[src/rtl/gate_pkg.sv]
// Shared definitions for the gate-path arbiter: FSM encoding and path modes.
package gate_pkg;

  typedef enum logic [1:0] {
    IDLE   = 2'd0,
    SETTLE = 2'd1,
    DONE   = 2'd2
  } state_t;

  localparam logic MODE_BUF = 1'b0;
  localparam logic MODE_INV = 1'b1;

endpackage : gate_pkg

[src/rtl/gate_path.sv]
// Selectable buffer/inverter path built from inverter stages.
// The buffer leg is two inverters in series; the invert leg taps after the first.
module gate_path
  import gate_pkg::*;
(
  input  logic in,
  input  logic invert,
  output logic out
);

  logic stage1;
  logic stage2;

  // Two inverter stages; the mux picks which tap drives the output.
  always_comb begin
    stage1 = ~in;
    stage2 = ~stage1;
    out    = (invert == MODE_INV) ? stage1 : stage2;
  end

endmodule : gate_path

[src/rtl/gate_path_arbiter.sv]
// Round-robin arbiter that time-shares one gate_path among NUM_REQ requesters.
// A winner's din/mode are latched, held on the path for SETTLE_CYCLES clocks,
// then the path output is sampled and returned with a one-cycle ack pulse.
module gate_path_arbiter
  import gate_pkg::*;
#(
  parameter int NUM_REQ       = 4,
  parameter int SETTLE_CYCLES = 2,
  parameter int ID_W          = (NUM_REQ > 1) ? $clog2(NUM_REQ) : 1
) (
  input  logic               clk,
  input  logic               rst_n,
  input  logic [NUM_REQ-1:0] req,
  input  logic [NUM_REQ-1:0] din,
  input  logic [NUM_REQ-1:0] mode,
  output logic [NUM_REQ-1:0] gnt,
  output logic [NUM_REQ-1:0] ack,
  output logic               dout,
  output logic [ID_W-1:0]    dout_id,
  output logic               dout_valid,
  output logic               busy
);

  localparam int CNT_W = (SETTLE_CYCLES > 1) ? $clog2(SETTLE_CYCLES) : 1;
  localparam logic [CNT_W-1:0] CNT_LOAD = CNT_W'(SETTLE_CYCLES - 1);

  // First asserted request at or after ptr, wrapping NUM_REQ-1 -> 0.
  // The doubled vector shifted right by ptr puts ptr's bit at position 0.
  function automatic logic [ID_W-1:0] rr_pick(input logic [NUM_REQ-1:0] r,
                                               input logic [ID_W-1:0]    ptr);
    logic [2*NUM_REQ-1:0] dbl;
    int                   k;
    dbl = {r, r} >> ptr;
    k   = 0;
    for (int i = NUM_REQ - 1; i >= 0; i--) begin
      if (dbl[i]) k = i;
    end
    return ID_W'((int'(ptr) + k) % NUM_REQ);
  endfunction

  state_t               state_q, state_nxt;
  logic [ID_W-1:0]      rr_ptr_q, rr_ptr_nxt;
  logic [ID_W-1:0]      id_q, id_nxt;
  logic                 din_q, din_nxt;
  logic                 mode_q, mode_nxt;
  logic [CNT_W-1:0]     cnt_q, cnt_nxt;
  logic [NUM_REQ-1:0]   gnt_q, gnt_nxt;
  logic [NUM_REQ-1:0]   ack_q, ack_nxt;
  logic                 dout_q, dout_nxt;
  logic [ID_W-1:0]      dout_id_q, dout_id_nxt;
  logic                 valid_q, valid_nxt;
  logic                 busy_q, busy_nxt;
  logic [ID_W-1:0]      pick;
  logic                 path_out;

  // Shared path is driven only from the latched operands, so requester
  // changes after the grant never disturb a settling transaction.
  gate_path u_path (
    .in     (din_q),
    .invert (mode_q),
    .out    (path_out)
  );

  // State register.
  // NOTE: sequential state uses non-blocking assignments so every flop
  // samples pre-edge values regardless of process evaluation order.
  always_ff @(posedge clk or negedge rst_n) begin
    if (!rst_n) state_q <= IDLE;
    else        state_q <= state_nxt;
  end

  // Datapath and registered outputs; reset drops any in-flight transaction.
  always_ff @(posedge clk or negedge rst_n) begin
    if (!rst_n) begin
      rr_ptr_q  <= '0;
      id_q      <= '0;
      din_q     <= 1'b0;
      mode_q    <= MODE_BUF;
      cnt_q     <= '0;
      gnt_q     <= '0;
      ack_q     <= '0;
      dout_q    <= 1'b0;
      dout_id_q <= '0;
      valid_q   <= 1'b0;
      busy_q    <= 1'b0;
    end else begin
      rr_ptr_q  <= rr_ptr_nxt;
      id_q      <= id_nxt;
      din_q     <= din_nxt;
      mode_q    <= mode_nxt;
      cnt_q     <= cnt_nxt;
      gnt_q     <= gnt_nxt;
      ack_q     <= ack_nxt;
      dout_q    <= dout_nxt;
      dout_id_q <= dout_id_nxt;
      valid_q   <= valid_nxt;
      busy_q    <= busy_nxt;
    end
  end

  // Next-state and next-output logic.
  always_comb begin
    // NOTE: every target gets a default first, so no path through the case
    // leaves a signal unassigned and no latch is inferred.
    state_nxt   = state_q;
    rr_ptr_nxt  = rr_ptr_q;
    id_nxt      = id_q;
    din_nxt     = din_q;
    mode_nxt    = mode_q;
    cnt_nxt     = cnt_q;
    gnt_nxt     = gnt_q;
    ack_nxt     = '0;
    dout_nxt    = dout_q;
    dout_id_nxt = dout_id_q;
    valid_nxt   = 1'b0;
    busy_nxt    = busy_q;
    pick        = rr_pick(req, rr_ptr_q);

    case (state_q)
      IDLE: begin
        if (|req) begin
          id_nxt    = pick;
          din_nxt   = din[pick];
          mode_nxt  = mode[pick];
          gnt_nxt   = NUM_REQ'(1) << pick;
          busy_nxt  = 1'b1;
          cnt_nxt   = CNT_LOAD;
          state_nxt = SETTLE;
        end
      end
      SETTLE: begin
        if (cnt_q == '0) state_nxt = DONE;
        else             cnt_nxt   = cnt_q - 1'b1;
      end
      DONE: begin
        ack_nxt     = gnt_q;
        valid_nxt   = 1'b1;
        dout_nxt    = path_out;
        dout_id_nxt = id_q;
        rr_ptr_nxt  = ID_W'((int'(id_q) + 1) % NUM_REQ);
        gnt_nxt     = '0;
        busy_nxt    = 1'b0;
        state_nxt   = IDLE;
      end
      default: state_nxt = IDLE;
    endcase
  end

  assign gnt        = gnt_q;
  assign ack        = ack_q;
  assign dout       = dout_q;
  assign dout_id    = dout_id_q;
  assign dout_valid = valid_q;
  assign busy       = busy_q;

endmodule : gate_path_arbiter

[config.mk]
export PLATFORM = sky130hd
export DESIGN_NAME = gate_path_arbiter
export DESIGN_NICKNAME = d
export VERILOG_FILES = /design/src/rtl/gate_pkg.sv /design/src/rtl/gate_path.sv /design/src/rtl/gate_path_arbiter.sv
export SDC_FILE = /design/constraint.sdc
export NUM_CORES = 1
export LEC_CHECK = 0
export ABC_AREA = 1
export BUFFER_PORTS_ARGS = -buffer_cell sky130_fd_sc_hd__buf_2
export CORE_UTILIZATION = 50
export CTS_CLUSTER_DIAMETER = 100
export DETAILED_ROUTE_END_ITERATION = 12
export PLACE_DENSITY = 0.76
export SLEW_MARGIN = 25
export SYNTH_ARGS = -nofsm -noshare
export SYNTH_HDL_FRONTEND = slang
export SYNTH_SLANG_ARGS = --single-unit
[constraint.sdc]
create_clock -name clk -period 2.95 [get_ports clk]
set_input_delay 0.1475 -clock clk [delete_from_list [all_inputs] [get_ports clk]]
set_output_delay 0.1475 -clock clk [all_outputs]
set_load 0.1 [all_outputs]
==> impl_metrics.py, run 1 <==
metrics = {
    "finish": {
        "areaGrowthSynthToFinish_pct": 19.9,
        "insertedDiodeCount": 0,
        "mostFrequentLayoutCells": "nand2_1, buf_2, dfrtp_1",
        "num-fill-cells": 170,
        "drive_gt1_frac": 0.257,
        "mostFrequentLayoutCell": "nand2_1",
        "nets": 168,
    },
    "sta": {
        "postLayoutSetupSlackWorst_ns": 0.895,
        "rsz0062_at_grt": "false",
        "layout_worst_path_cycle_share": 0.697,
        "slew_headroom": 0.677,
        "hold_viol": 0,
        "drv_slew": 0,
        "fmax_mhz": 487,
        "worstMarginPinSlew_ns": 0.488,
        "setup_viol": 0,
        "finalClockSkew_ns": 0.00223,
        "final.min_clock_period_ns": 2.06,
        "holdWs_ns": 0.165,
        "setup_tns_ns": 0,
    },
    "worst_setup_path": {
        "rr_worst_depth": 14,
        "path_depth": 14,
        "cp_data_arrival_time_ns": 2.31,
        "reg2reg_to": "din_q",
        "path_class": "reg -> reg",
        "crit_path_top_delay_cell": "dfrtp_1",
        "crit_fanout": 6,
        "worst-path-buf-inv": 2,
        "cp_common_cell": "nand2_1",
        "cp_cell_sequence": "inv_2 > nand2_1 > nand3_1 > nand2_1 > nand3_1 > a21boi_0 > ha_1 > xor2_1 > inv_1 > nand3_2 > nand2_4 > nand2_1 > nand3_1 > nand2_1",
        "cp_top_family": "simple AND/OR/NAND/NOR gates",
        "timing.rr.start": "rr_ptr_q[0]",
        "critPathCaptureType": "register",
        "crit_path_max_incr_delay_ns": 0.47,
        "start_kind": "register",
        "worst_ep_required_time_ns": 3.21,
        "reg2reg_slack_ns": 0.89,
    },
    "cts": {
        "cts-resized-gates": 0,
        "htreeDepth": 1,
        "hold_buffers": 1,
        "clk_latency_ns": 0.31,
        "cts.sinks": 22,
        "cts-buffers-inserted": 3,
        "cts_setup_buffers": 0,
        "path_clk_slew_ns": 0.12,
        "cts_tree": "built",
        "cts_buffer_depth": 2,
        "cts_root_buf": "clkbuf_4",
    },
    "yosys": {
        "syn_area_per_cell_um2": 8.56,
        "syn-num-nets": 139,
        "synth_area_mm2": 0.00106,
        "syn_inst": 124,
        "yosysWarningCount": 0,
        "synth_cell_type_count": 21,
        "yosysSeqAreaShare": 0.519,
        "ys_ff_latch": 22,
    },
    "routing": {
        "routed_wl_um": 1870,
        "initialDrtViolationCount": 28,
        "first_pass_iters": 4,
        "drc": 0,
        "final_antenna_net_count": 0,
        "num_vias": 886,
        "routedWlPerCell_um": 10.5,
        "routed_via_density": 4.95,
    },
    "global_routing": {
        "grt_max_degree": 23,
        "grt_pass1_vias": 759,
        "grt_pass1_wl_um": 3130,
        "antenna_found_initial": 0,
        "track_usage": 0.197,
        "grt_overflow": 0,
    },
    "place": {
        "portBuffers": 26,
        "preCtsSetupSlack_ns": 0.915,
        "gp_congestion": 0.756,
        "dp_hpwl_um": 1460,
    },
    "min_path": {
        "worstHoldEndpoint": "din_q",
        "hp-class": "in -> reg",
        "min_from": "din[2]",
        "hold_depth": 5,
    },
    "die": {
        "die_area_mm2": 0.00231,
        "start_util": 0.535,
        "rows": 16,
        "coreArea_mm2": 0.00198,
        "fp.dieW_um": 48.1,
        "ioPinCount": 27,
        "fp.dieH_um": 48.1,
    },
    "outcome": {
        "outcome": "complete, no violations",
    },
    "job": {
        "maxCapViolCount": 0,
    },
}
[worst min-delay path, stage by stage]
cell     delay (ns)
buf_2          0.07
mux2i_1        0.05
nand2_1        0.06
nand3_1        0.06
nand2_1        0.06
[layer usage]
layer | wire [um] | vias to the layer above | global-route usage
li1 | - | 452 | -
met1 | 844 | 401 | 0.264
met4 | 31 | 0 | 0.0667
met5 | 0 | - | 0
met2 | 921 | 28 | 0.324
met3 | 77 | 5 | 0.0340
[how the worst max path moves through the flow]
stage,start,end
2_1_floorplan,rr_ptr_q[1],din_q
3_3_place_gp,rr_ptr_q[0],din_q
3_5_place_dp,rr_ptr_q[0],mode_q
4_1_cts,rr_ptr_q[0],din_q
5_1_grt,rr_ptr_q[0],mode_q
6_report,rr_ptr_q[0],din_q
[synth_stat cells]
cell type / n / area, um^2
nand2_1: 30 / 113
dfrtp_1: 22 / 551
inv_1: 14 / 52.6
nand3_1: 13 / 65.1
nor2_1: 13 / 48.8
mux2i_1: 4 / 40.0
o22ai_1: 4 / 25.0
o21ai_0: 3 / 15.0
o21ai_1: 3 / 15.0
clkbuf_1: 2 / 7.51
inv_2: 2 / 7.51
nand2_2: 2 / 12.5
nand2_4: 2 / 22.5
nand3_2: 2 / 20.0
xnor2_1: 2 / 17.5
a21boi_0: 1 / 7.51
buf_4: 1 / 7.51
clkinv_2: 1 / 5.00
ha_1: 1 / 12.5
o21bai_1: 1 / 7.51
xor2_1: 1 / 8.76
[stage by stage]
| step | util | cells | cell area, um^2 |
|---|---|---|---|
| floorplan | - | 124 | 1060 |
| global placement | 0.610 | 174 | 1210 |
| detailed placement | 0.610 | 174 | 1210 |
| CTS | 0.642 | 179 | 1270 |
| global route | 0.642 | 179 | 1270 |
| finish | 0.642 | 179 | 1270 |
[cell families (layout without fill, tap and decap cells)]
kind of cell               count (synthesis)  after routing  share of synthesized area
xor gates and xnor gates                   3              3                     0.0248
AOI/OAI and AO/OA                         12             12                     0.0660
DFF                                       22             22                      0.519
buffers and inverters                     20             48                     0.0755
muxes                                      4              4                     0.0377
adders and majority gates                  1              1                     0.0118
and+or+nand+nor                           62             62                      0.265
[area by class of cell]
class,instances,area (um^2),area share
timing repair buffer,27,140,0.110
sequential,22,551,0.433
tap,27,33.8,0.0265
clock inverter,1,30.0,0.0236
clock buffer,3,22.5,0.0177
multi-input combinational,82,430,0.338
inverter,17,65.1,0.0511
[flip-flops by register name, summed over array words and instances, names as in the netlist]
name	cells
dout	1
ack	4
gnt	4
id_q	2
rr_ptr_q	2
dout_valid	1
din_q	1
cnt_q	1
dout_id	2
state_q	2
mode_q	1
busy	1
Power of run 1 is not shown: default switching activity piles up to over one toggle a cycle in this logic, so the estimate is an artifact.
==> run 2: changes to the inputs <==
==> constraint.sdc (replaced) <==
create_clock -name clk -period 2.05 [get_ports clk]
set_input_delay 0.1025 -clock clk [delete_from_list [all_inputs] [get_ports clk]]
set_output_delay 0.1025 -clock clk [all_outputs]
set_load 0.1 [all_outputs]
==> run 2 against run 1 <==
  * First-iteration DRC count decreased by 7.1%
  * Register-to-register slack got worse by 0.75 ns
  * Final area increased by 3.6%
  * Clock skew about the same
  * Routed wire length increased by 4.9%
  * Critical path type unchanged
  * Largest cell class unchanged
==> impl_metrics.py, run 2 (synthesized netlist as in run 1, its figures left out) <==
metrics = {
    "sta": {
        "layout_worst_path_cycle_share": 0.931,
        "fmax_mhz": 524,
        "hold_viol": 0,
        "finalClockSkew_ns": 0.00183,
        "slew_headroom": 0.677,
        "setup_viol": 0,
        "drv_slew": 0,
        "final.min_clock_period_ns": 1.91,
        "worstMarginPinSlew_ns": 0.488,
    },
    "finish": {
        "areaGrowthSynthToFinish_pct": 24.3,
        "nets": 171,
        "drive_gt1_frac": 0.297,
        "post-route-util": 0.665,
        "mostFrequentLayoutCells": "nand2_1, buf_2, dfrtp_1",
        "mostFrequentLayoutCell": "nand2_1",
        "ff_latch_area_um2": 553,
        "insertedDiodeCount": 0,
        "multi_input_area_um2": 452,
        "num-fill-cells": 164,
    },
    "worst_setup_path": {
        "crit_path_max_incr_delay_ns": 0.46,
        "start_kind": "register",
        "path_class": "reg -> reg",
        "worst-path-buf-inv": 2,
        "crit_fanout": 6,
        "worst_ep_required_time_ns": 2.31,
        "crit_path_top_delay_cell": "dfrtp_2",
        "cp_data_arrival_time_ns": 2.17,
        "cp_top_family": "simple AND/OR/NAND/NOR gates",
        "critPathCaptureType": "register",
        "cp_cell_sequence": "inv_2 > nand2_1 > nand3_1 > nand3_1 > a21boi_1 > ha_2 > xor2_4 > inv_1 > nand3_2 > nand2_4 > nand2_1 > nand3_1 > nand2_1",
    },
    "die": {
        "fp.dieW_um": 48.1,
        "rows": 16,
        "coreArea_mm2": 0.00198,
        "start_util": 0.535,
        "fp.dieH_um": 48.1,
        "die_area_mm2": 0.00231,
        "ioPinCount": 27,
    },
    "cts": {
        "htreeDepth": 1,
        "cts.sinks": 22,
        "cts_root_buf": "clkbuf_4",
        "clk_latency_ns": 0.31,
        "cts_buffer_depth": 2,
        "cts-buffers-inserted": 3,
        "cts_tree": "built",
        "path_clk_slew_ns": 0.12,
    },
    "job": {
        "maxCapViolCount": 0,
    },
    "routing": {
        "routedWlPerCell_um": 10.8,
        "drc": 0,
        "first_pass_iters": 4,
        "final_antenna_net_count": 0,
        "routed_wl_um": 1970,
        "num_vias": 897,
        "routed_via_density": 4.93,
        "initialDrtViolationCount": 26,
    },
    "global_routing": {
        "grt_pass1_wl_um": 3100,
        "grt_overflow": 0,
        "antenna_found_initial": 0,
        "track_usage": 0.196,
        "grt_max_degree": 23,
        "grt_pass1_vias": 740,
    },
    "place": {
        "portBuffers": 26,
        "dp_hpwl_um": 1490,
        "gp_congestion": 0.756,
    },
    "min_path": {
        "hp-class": "in -> reg",
    },
    "outcome": {
        "outcome": "complete, no violations",
    },
}
==> run 2: worst reg2reg max path: cells and delay by family (launching register included) <==
family	cells	cell delay, ns
adder cells (fa/ha/maj)	1	0.23
AND/OR/NAND/NOR	8	0.65
AO/OA/AOI/OAI	1	0.14
flip-flops	1	0.46
XOR/XNOR	1	0.19
buffers and inverters	2	0.17
==> run 2: worst paths after layout <==
check	from	end	slack (ns)	depth (start not counted)
max in group asynchronous	rst_n	rr_ptr_q[1]	1.45	2
worst max-delay path	rr_ptr_q[0]	din_q	0.14	13
worst min register to register	cnt_q	state_q[1]	0.43	1
worst min-delay path	mode[2]	mode_q	0.12	5
worst max register to register	rr_ptr_q[0]	din_q	0.14	13
min in group asynchronous	rst_n	dout_id[0]	0.27	2
==> run 2: layout make-up <==
| type | instances | area share |
|---|---|---|
| clock buffers | 3 | 0.0171 |
| clock inverters | 1 | 0.0228 |
| inverters | 17 | 0.0493 |
| multi-input cells | 82 | 0.343 |
| flip-flops and latches | 22 | 0.419 |
| well taps | 27 | 0.0256 |
| repair buffers | 30 | 0.123 |
==> run 2: timing repair <==
| item | CTS | global route |
|---|---|---|
| setup buffers | 0 | 3 |
| pin swaps | 0 | 1 |
| endpoints found under the hold margin | 22 | 0 |
| setup endpoints to repair | 2 | 7 |
| hold buffers | 1 | 0 |
| gates resized for setup | 1 | 5 |
==> run 2: metal layers <==
metal / routed length, um / GRT usage
met1: 871 / 0.266
met2: 981 / 0.316
met3: 80 / 0.0340
met4: 31 / 0.0667
met5: 0 / 0
==> run 2: stage by stage <==
step	instance area (um^2)	hold slack (ns)	setup slack, ns	cells	TNS (ns)
2_1_floorplan	1060	-0.193	0.171	124	0
3_3_place_gp	1210	0.0759	0.0680	174	0
3_5_place_dp	1210	0.0824	0.00647	174	0
4_1_cts	1280	0.115	0.0392	179	0
5_1_grt	1320	0.148	-0.00915	182	-0.00915
6_report	1320	0.119	0.142	182	0
Power of run 2 is left out for the same reason.
